[config.mk]
export PLATFORM = sky130hd
export DESIGN_NAME = funnel_arbiter
export DESIGN_NICKNAME = d
export VERILOG_FILES = /design/src/rtl/funnel_pkg.sv /design/src/rtl/rr_pick.sv /design/src/rtl/funnel_arbiter.sv
export SDC_FILE = /design/constraint.sdc
export NUM_CORES = 1
export LEC_CHECK = 0
export CORE_AREA = 2 2 131 133
export DETAILED_ROUTE_END_ITERATION = 8
export DIE_AREA = 0 0 133 135
export HOLD_SLACK_MARGIN = 0.03
export PLACE_DENSITY = 0.59
export SETUP_SLACK_MARGIN = 0.5
export SLEW_MARGIN = 20
export SYNTH_ARGS = -nofsm -noshare
export SYNTH_HDL_FRONTEND = slang
export SYNTH_HIERARCHICAL = 1
export SYNTH_SLANG_ARGS = --single-unit
[constraint.sdc]
create_clock -name clock -period 7.25 [get_ports clock]
set_input_delay 2.175 -clock clock [delete_from_list [all_inputs] [get_ports clock]]
set_output_delay 2.175 -clock clock [all_outputs]
set_load 0.01 [all_outputs]
[src/rtl/funnel_pkg.sv]
`default_nettype none
//==============================================================================
// Package  : funnel_pkg
// Brief    : Shared constants, FSM state and beat-tag types for funnel users.
// Revision : 1.0 - initial release
//==============================================================================
package funnel_pkg;

   localparam int IN_W      = 64;
   localparam int OUT_W     = 4;
   localparam int BEATS     = IN_W / OUT_W;
   localparam int BEAT_W    = $clog2(BEATS);
   // Wide enough for the largest supported requester count (8)
   localparam int SRC_MAX_W = 3;

   typedef enum logic [0:0] {
      IDLE = 1'b0,
      PKT  = 1'b1
   } state_t;

   typedef struct packed {
      logic [SRC_MAX_W-1:0] src;
      logic                 vld;
   } beat_tag_t;

endpackage
`default_nettype wire

[src/rtl/rr_pick.sv]
`default_nettype none
//==============================================================================
// Module   : rr_pick
// Brief    : Combinational round-robin picker: first valid at or after ptr.
// Revision : 1.0 - initial release
//==============================================================================
module rr_pick
   import funnel_pkg::*;
#(
   parameter int N = 4,
   parameter int W = (N > 1) ? $clog2(N) : 1
) (
   input  logic [N-1:0] i_valid,
   input  logic [W-1:0] i_ptr,
   output logic [N-1:0] o_onehot,
   output logic [W-1:0] o_idx,
   output logic         o_any
);

   logic [W-1:0] w_c;

   always_comb begin
      o_onehot = '0;
      o_idx    = '0;
      o_any    = 1'b0;
      w_c      = '0;
      for (int i = 0; i < N; i++) begin
         w_c = W'((int'(i_ptr) + i) % N);
         if (!o_any && i_valid[w_c]) begin
            o_any       = 1'b1;
            o_idx       = w_c;
            o_onehot[w_c] = 1'b1;
         end
      end
   end

endmodule
`default_nettype wire

[src/rtl/funnel_arbiter.sv]
`default_nettype none
//==============================================================================
// Module   : funnel_arbiter
// Brief    : Round-robin packet arbiter feeding one 64->4 funnel serializer.
// Options  : FUNNEL_ARB_STATS_EN adds per-requester word and fill counters.
// Revision : 1.0 - initial release
//==============================================================================
module funnel_arbiter
   import funnel_pkg::*;
#(
   parameter  int N_REQ = 4,
   localparam int SRC_W = (N_REQ > 1) ? $clog2(N_REQ) : 1
) (
   input  logic                  clock,
   input  logic                  reset_n,
   input  logic [N_REQ-1:0]      req_valid,
   input  logic [N_REQ-1:0]      req_last,
   input  logic [N_REQ*IN_W-1:0] req_bits,
   output logic [N_REQ-1:0]      req_ready,
   input  logic                  fun_enq_ready,
   input  logic                  fun_deq_ready,
   output logic [IN_W-1:0]       fun_enq_bits,
   output logic [SRC_W-1:0]      out_src,
   output logic                  out_vld,
   output logic                  sync_err
`ifdef FUNNEL_ARB_STATS_EN
   ,
   output logic [N_REQ*32-1:0]   stat_words,
   output logic [31:0]           stat_fill
`endif
);

   state_t            r_state, w_state_nxt;
   logic [SRC_W-1:0]  r_rr_ptr, w_rr_nxt;
   logic [SRC_W-1:0]  r_grant, w_grant_nxt;
   beat_tag_t         r_tag;
   logic [BEAT_W-1:0] r_beat;
   logic              r_sync_err;

   logic [N_REQ-1:0]  w_pick_oh;
   logic [SRC_W-1:0]  w_pick_idx;
   logic              w_pick_any;
   logic [SRC_W-1:0]  w_sel_src;
   logic [N_REQ-1:0]  w_sel_oh;
   logic              w_take;
   logic              w_fill;
   logic              w_bound;
   logic [IN_W-1:0]   w_words [N_REQ];
   logic              w_tag_unused;

   for (genvar gi = 0; gi < N_REQ; gi++) begin : g_words
      assign w_words[gi] = req_bits[gi*IN_W +: IN_W];
   end

   rr_pick #(.N(N_REQ), .W(SRC_W)) u_rr_pick (
      .i_valid  (req_valid),
      .i_ptr    (r_rr_ptr),
      .o_onehot (w_pick_oh),
      .o_idx    (w_pick_idx),
      .o_any    (w_pick_any)
   );

   // Gated by reset so nothing is offered to the funnel while it is held in reset
   assign w_bound = fun_enq_ready & reset_n;

   always_comb begin
      w_state_nxt = r_state;
      w_rr_nxt    = r_rr_ptr;
      w_grant_nxt = r_grant;
      w_sel_src   = '0;
      w_sel_oh    = '0;
      w_take      = 1'b0;
      w_fill      = 1'b0;
      case (r_state)
         IDLE: begin
            w_sel_src = w_pick_idx;
            w_sel_oh  = w_pick_oh;
            w_take    = w_pick_any;
            if (w_bound && w_pick_any) begin
               w_rr_nxt = (w_pick_idx == SRC_W'(N_REQ - 1)) ? '0 : w_pick_idx + 1'b1;
               if (!req_last[w_pick_idx]) begin
                  w_state_nxt = PKT;
                  w_grant_nxt = w_pick_idx;
               end
            end
         end
         PKT: begin
            w_sel_src = r_grant;
            w_sel_oh  = N_REQ'(1) << r_grant;
            w_take    = req_valid[r_grant];
            if (w_bound) begin
               if (!w_take)
                  w_fill = 1'b1;
               else if (req_last[r_grant])
                  w_state_nxt = IDLE;
            end
         end
         default: w_state_nxt = IDLE;
      endcase
   end

   assign req_ready    = (w_bound && w_take) ? w_sel_oh : '0;
   assign fun_enq_bits = (w_bound && w_take) ? w_words[w_sel_src] : '0;
   assign out_src      = w_bound ? w_sel_src : r_tag.src[SRC_W-1:0];
   assign out_vld      = w_bound ? w_take : r_tag.vld;
   assign sync_err     = r_sync_err;
   assign w_tag_unused = ^r_tag.src;

   always_ff @(posedge clock or negedge reset_n) begin
      if (!reset_n) begin
         r_state    <= IDLE;
         r_rr_ptr   <= '0;
         r_grant    <= '0;
         r_tag      <= '0;
         r_beat     <= '0;
         r_sync_err <= 1'b0;
      end else begin
         r_state  <= w_state_nxt;
         r_rr_ptr <= w_rr_nxt;
         r_grant  <= w_grant_nxt;
         if (w_bound)
            r_tag <= '{src: SRC_MAX_W'(w_sel_src), vld: w_take};
         if (fun_deq_ready)
            r_beat <= r_beat + 1'b1;
         if (fun_enq_ready != ((r_beat == '0) && fun_deq_ready))
            r_sync_err <= 1'b1;
      end
   end

`ifdef FUNNEL_ARB_STATS_EN
   logic [31:0] r_stat_fill;

   for (genvar gs = 0; gs < N_REQ; gs++) begin : g_stats
      logic [31:0] r_cnt;
      always_ff @(posedge clock or negedge reset_n) begin
         if (!reset_n)
            r_cnt <= '0;
         else if (req_ready[gs] && (r_cnt != '1))
            r_cnt <= r_cnt + 1'b1;
      end
      assign stat_words[gs*32 +: 32] = r_cnt;
   end

   always_ff @(posedge clock or negedge reset_n) begin
      if (!reset_n)
         r_stat_fill <= '0;
      else if (w_fill && (r_stat_fill != '1))
         r_stat_fill <= r_stat_fill + 1'b1;
   end
   assign stat_fill = r_stat_fill;
`endif

endmodule
`default_nettype wire

==> impl_metrics.yaml <==
run_status:
  status: "completed"
floorplan:
  rows: 47
  core-area_sq_um: 16400
  initial_core_util_pct: 19.5
  die_w_microns: 133
  die_area_sq_um: 18000
  fp.dieH_microns: 135
  ioPinCount: 340
grt:
  grt_max_degree: 20
  gr-usage-all-layers_pct: 22.2
  grt_antenna_before_repair: 6
  grt_pass1_wl_mm: 29.4
  grt_pass1_vias: 4525
  overflow: 0
critical_path:
  start_kind: "input port"
  cp-end-kind: "output port"
  r2r_setup_slack_ns: 3.48
  critPathTopFamily: "multiplexers"
  path_cells: "buf_8 > mux4_2 > and2b_2 > o21ai_4 > o31ai_4 > mux2i_4 > buf_6 > buf_12 > buf_16 > buf_12 > mux4_2 > nor2b_1 > buf_2"
  crit_required_ns: 5.08
  cp_max_fo: 4
  crit_buf_inv: 6
  slowest_delay_ns: 0.48
  worstSetupPathType: "input port to output port"
  arrival_ns: 4.77
  cpMaxStageDelayCell: "mux4_2"
synthesis:
  syn-cell-area_sq_um: 3210
  syn_nets: 543
  yosys_warnings: 6
  yosysSeqAreaShare_pct: 10.1
  yosys.area.top_type_share_pct: 47.1
  ys_top_cells_by_area: "mux4_2, nor2b_1, dfrtp_1"
  netlist_instances: 267
  ys_seq_elements: 13
  synth.avg_cell_area_sq_um: 12.0
  synthDistinctLibCells: 35
  netlist.top_cell.by_area: "mux4_2"
detailed_routing:
  route.vias.total: 4227
  first_iter_violations: 224
  first_pass_iters: 4
  via_per_inst: 4.77
  drc: 0
  wl_per_cell_microns: 23.7
  totalWireLength_mm: 21.0
  ant_nets: 0
clocking:
  numCtsBuffers: 3
  cts_sinks: 13
  clk_pin_slew_ns: 0.04
  cts_tree: "done"
  clock_latency_ns: 0.24
  cts_buffer_depth: 2
  h-tree-depth: 1
  cts_root_buf: "clkbuf_16"
power_and_ir_drop:
  power_density_nw_per_um2: 439
  ir_drop_uv: 203
  p_leak_uw: 0.00320
final_layout:
  final_util_pct: 47.9
  layout-drive-gt1-share_pct: 38.9
  final_area_sq_um: 7860
  area_growth_pct: 145
  nets: 940
timing:
  setup_viol: 0
  slew_viol_final: 0
  maxSlewHeadroom_pct: 53.3
  hold_violations: 0
  clock.fmax_mhz: 144
  worst_slack_ns: 0.310
  rsz0062_at_grt: "true"
  tns_ns: 0
  finalCriticalPeriod_ns: 6.94
  finalCritPeriodShare_pct: 95.7
  hold_slack_ns: 0.492
  fin_skew_ns: 0.000845
  worst_pin_slew_ns: 0.701
placed_design:
  dpl.hpwl_mm: 17.2
  placed_area_sq_um: 7130
  pre_cts_ws_ns: -0.540
  port-buffer-count: 339
  place_congestion: 0.944
hold_path:
  hp-class: "register to register"
run:
  max_cap_viol_count: 0
[layer usage]
layer / share of wire, % / GRT usage (%)
met1: 40 / 28.8
met2: 48 / 37.6
met4: 0.86 / 2.03
met5: 0.35 / 0
met3: 11 / 7.09
[synthesized netlist by cell type]
| master | n |
|---|---|
| ha_1 | 8 |
| mux4_1 | 3 |
| a22oi_1 | 8 |
| nand2_1 | 12 |
| dfrtp_1 | 13 |
| buf_6 | 16 |
| nand4_1 | 1 |
| nand3b_1 | 2 |
| o31ai_1 | 2 |
| buf_2 | 6 |
| xor2_1 | 1 |
| nand3_1 | 1 |
| a32o_1 | 1 |
| nand4b_1 | 1 |
| and2b_2 | 1 |
| a21o_1 | 1 |
| nor3b_1 | 1 |
| nor4b_4 | 1 |
| nand2b_1 | 5 |
| o21a_2 | 1 |
| mux2i_1 | 7 |
| mux2_2 | 4 |
| nor2b_1 | 64 |
| buf_4 | 2 |
| nor3_1 | 3 |
| a21oi_1 | 4 |
| clkbuf_1 | 3 |
| o311ai_0 | 1 |
| o211ai_1 | 1 |
| inv_1 | 6 |
| o21ai_0 | 11 |
| nor2_1 | 5 |
| nor4_1 | 1 |
| mux4_2 | 67 |
| xnor2_1 | 3 |
[repair_timing]
item	in CTS	in global routing
gates resized for setup	335	59
gates cloned	7	1
setup buffers	21	6
hold buffers	0	0
pin swaps	3	4
setup endpoints to repair	71	71
[worst reg2reg max path, cell delays in order (launching register included)]
cell     delay [ns]
dfrtp_1        0.78
inv_1          0.15
ha_1           0.42
mux4_2         0.41
and2b_2        0.29
o21ai_4        0.07
o31ai_4        0.11
buf_4          0.16
buf_4          0.09
buf_4          0.14
mux4_2         0.53
nor2_1         0.15
mux2_2         0.35
[kinds of logic after synthesis]
logic type | after synthesis | share of synthesized area [%]
AO/OA/AOI/OAI | 30 | 6.01
XOR/XNOR | 4 | 1.09
adder cells (fa/ha/maj) | 8 | 3.12
buffers and inverters | 33 | 8.08
flip-flops | 13 | 10.1
multiplexers | 81 | 53.1
AND/OR/NAND/NOR | 98 | 18.5
[flip-flops by register name (all words and copies together) (netlist names)]
name,count
r_beat,4
r_grant,2
r_rr_ptr,2
r_state,1
r_tag,3
sync_err,1
[cell usage in the layout (no fill, tap or decap), types with 3 or more instances in the layout]
| cell | netlist | layout |
|---|---|---|
| buf_12 | 0 | 15 |
| nor2b_1 | 64 | 42 |
| mux2_2 | 4 | 4 |
| buf_16 | 0 | 5 |
| buf_2 | 6 | 42 |
| o21ai_0 | 11 | 8 |
| mux4_2 | 67 | 70 |
| clkbuf_16 | 0 | 4 |
| buf_6 | 16 | 42 |
| buf_8 | 0 | 8 |
| a21oi_1 | 4 | 3 |
| diode_2 | 0 | 3 |
| nand2b_1 | 5 | 5 |
| nor2b_4 | 0 | 21 |
| dfrtp_1 | 13 | 13 |
| xnor2_1 | 3 | 3 |
| clkdlybuf4s50_1 | 0 | 268 |
| nand2_1 | 12 | 12 |
| buf_4 | 2 | 33 |
| ha_1 | 8 | 8 |
| nor2_1 | 5 | 5 |
| a22oi_1 | 8 | 8 |
| mux2i_1 | 7 | 5 |
| inv_1 | 6 | 6 |
[power by group]
group / internal (uW) / switching [uW] / leakage (uW)
combinational: 2030 / 1140 / 0.00301
sequential: 106 / 70.8 / 0.000155
clock: 73.8 / 27.2 / 0.0000382
total: 2210 / 1240 / 0.00320
[final timing paths]
check	end	cells past startpoint	startpoint
setup / recovery	fun_enq_bits[43]	13	req_valid[1]
hold / removal	r_beat[3]	1	r_beat[3]
setup reg to reg	r_grant[0]	12	r_rr_ptr[0]
hold reg to reg	r_beat[3]	1	r_beat[3]
max in group asynchronous	r_tag[1]	2	reset_n
min in group asynchronous	r_grant[0]	1	reset_n
[layout make-up]
| type | instances | area (sq um) |
|---|---|---|
| sequential | 13 | 325 |
| clock buffer | 4 | 78.8 |
| fill | 1474 | 8550 |
| timing repair buffer | 419 | 4290 |
| multi-input combinational | 221 | 2860 |
| tap | 220 | 275 |
| antenna | 3 | 7.51 |
| inverter | 6 | 22.5 |
[metrics by stage]
stage	instances	power, uW
floorplan	267	1670
global placement	844	2590
detailed placement	844	2630
CTS	876	3230
global route	883	3640
finish	886	3450
Power figures use the tool's default switching activity.
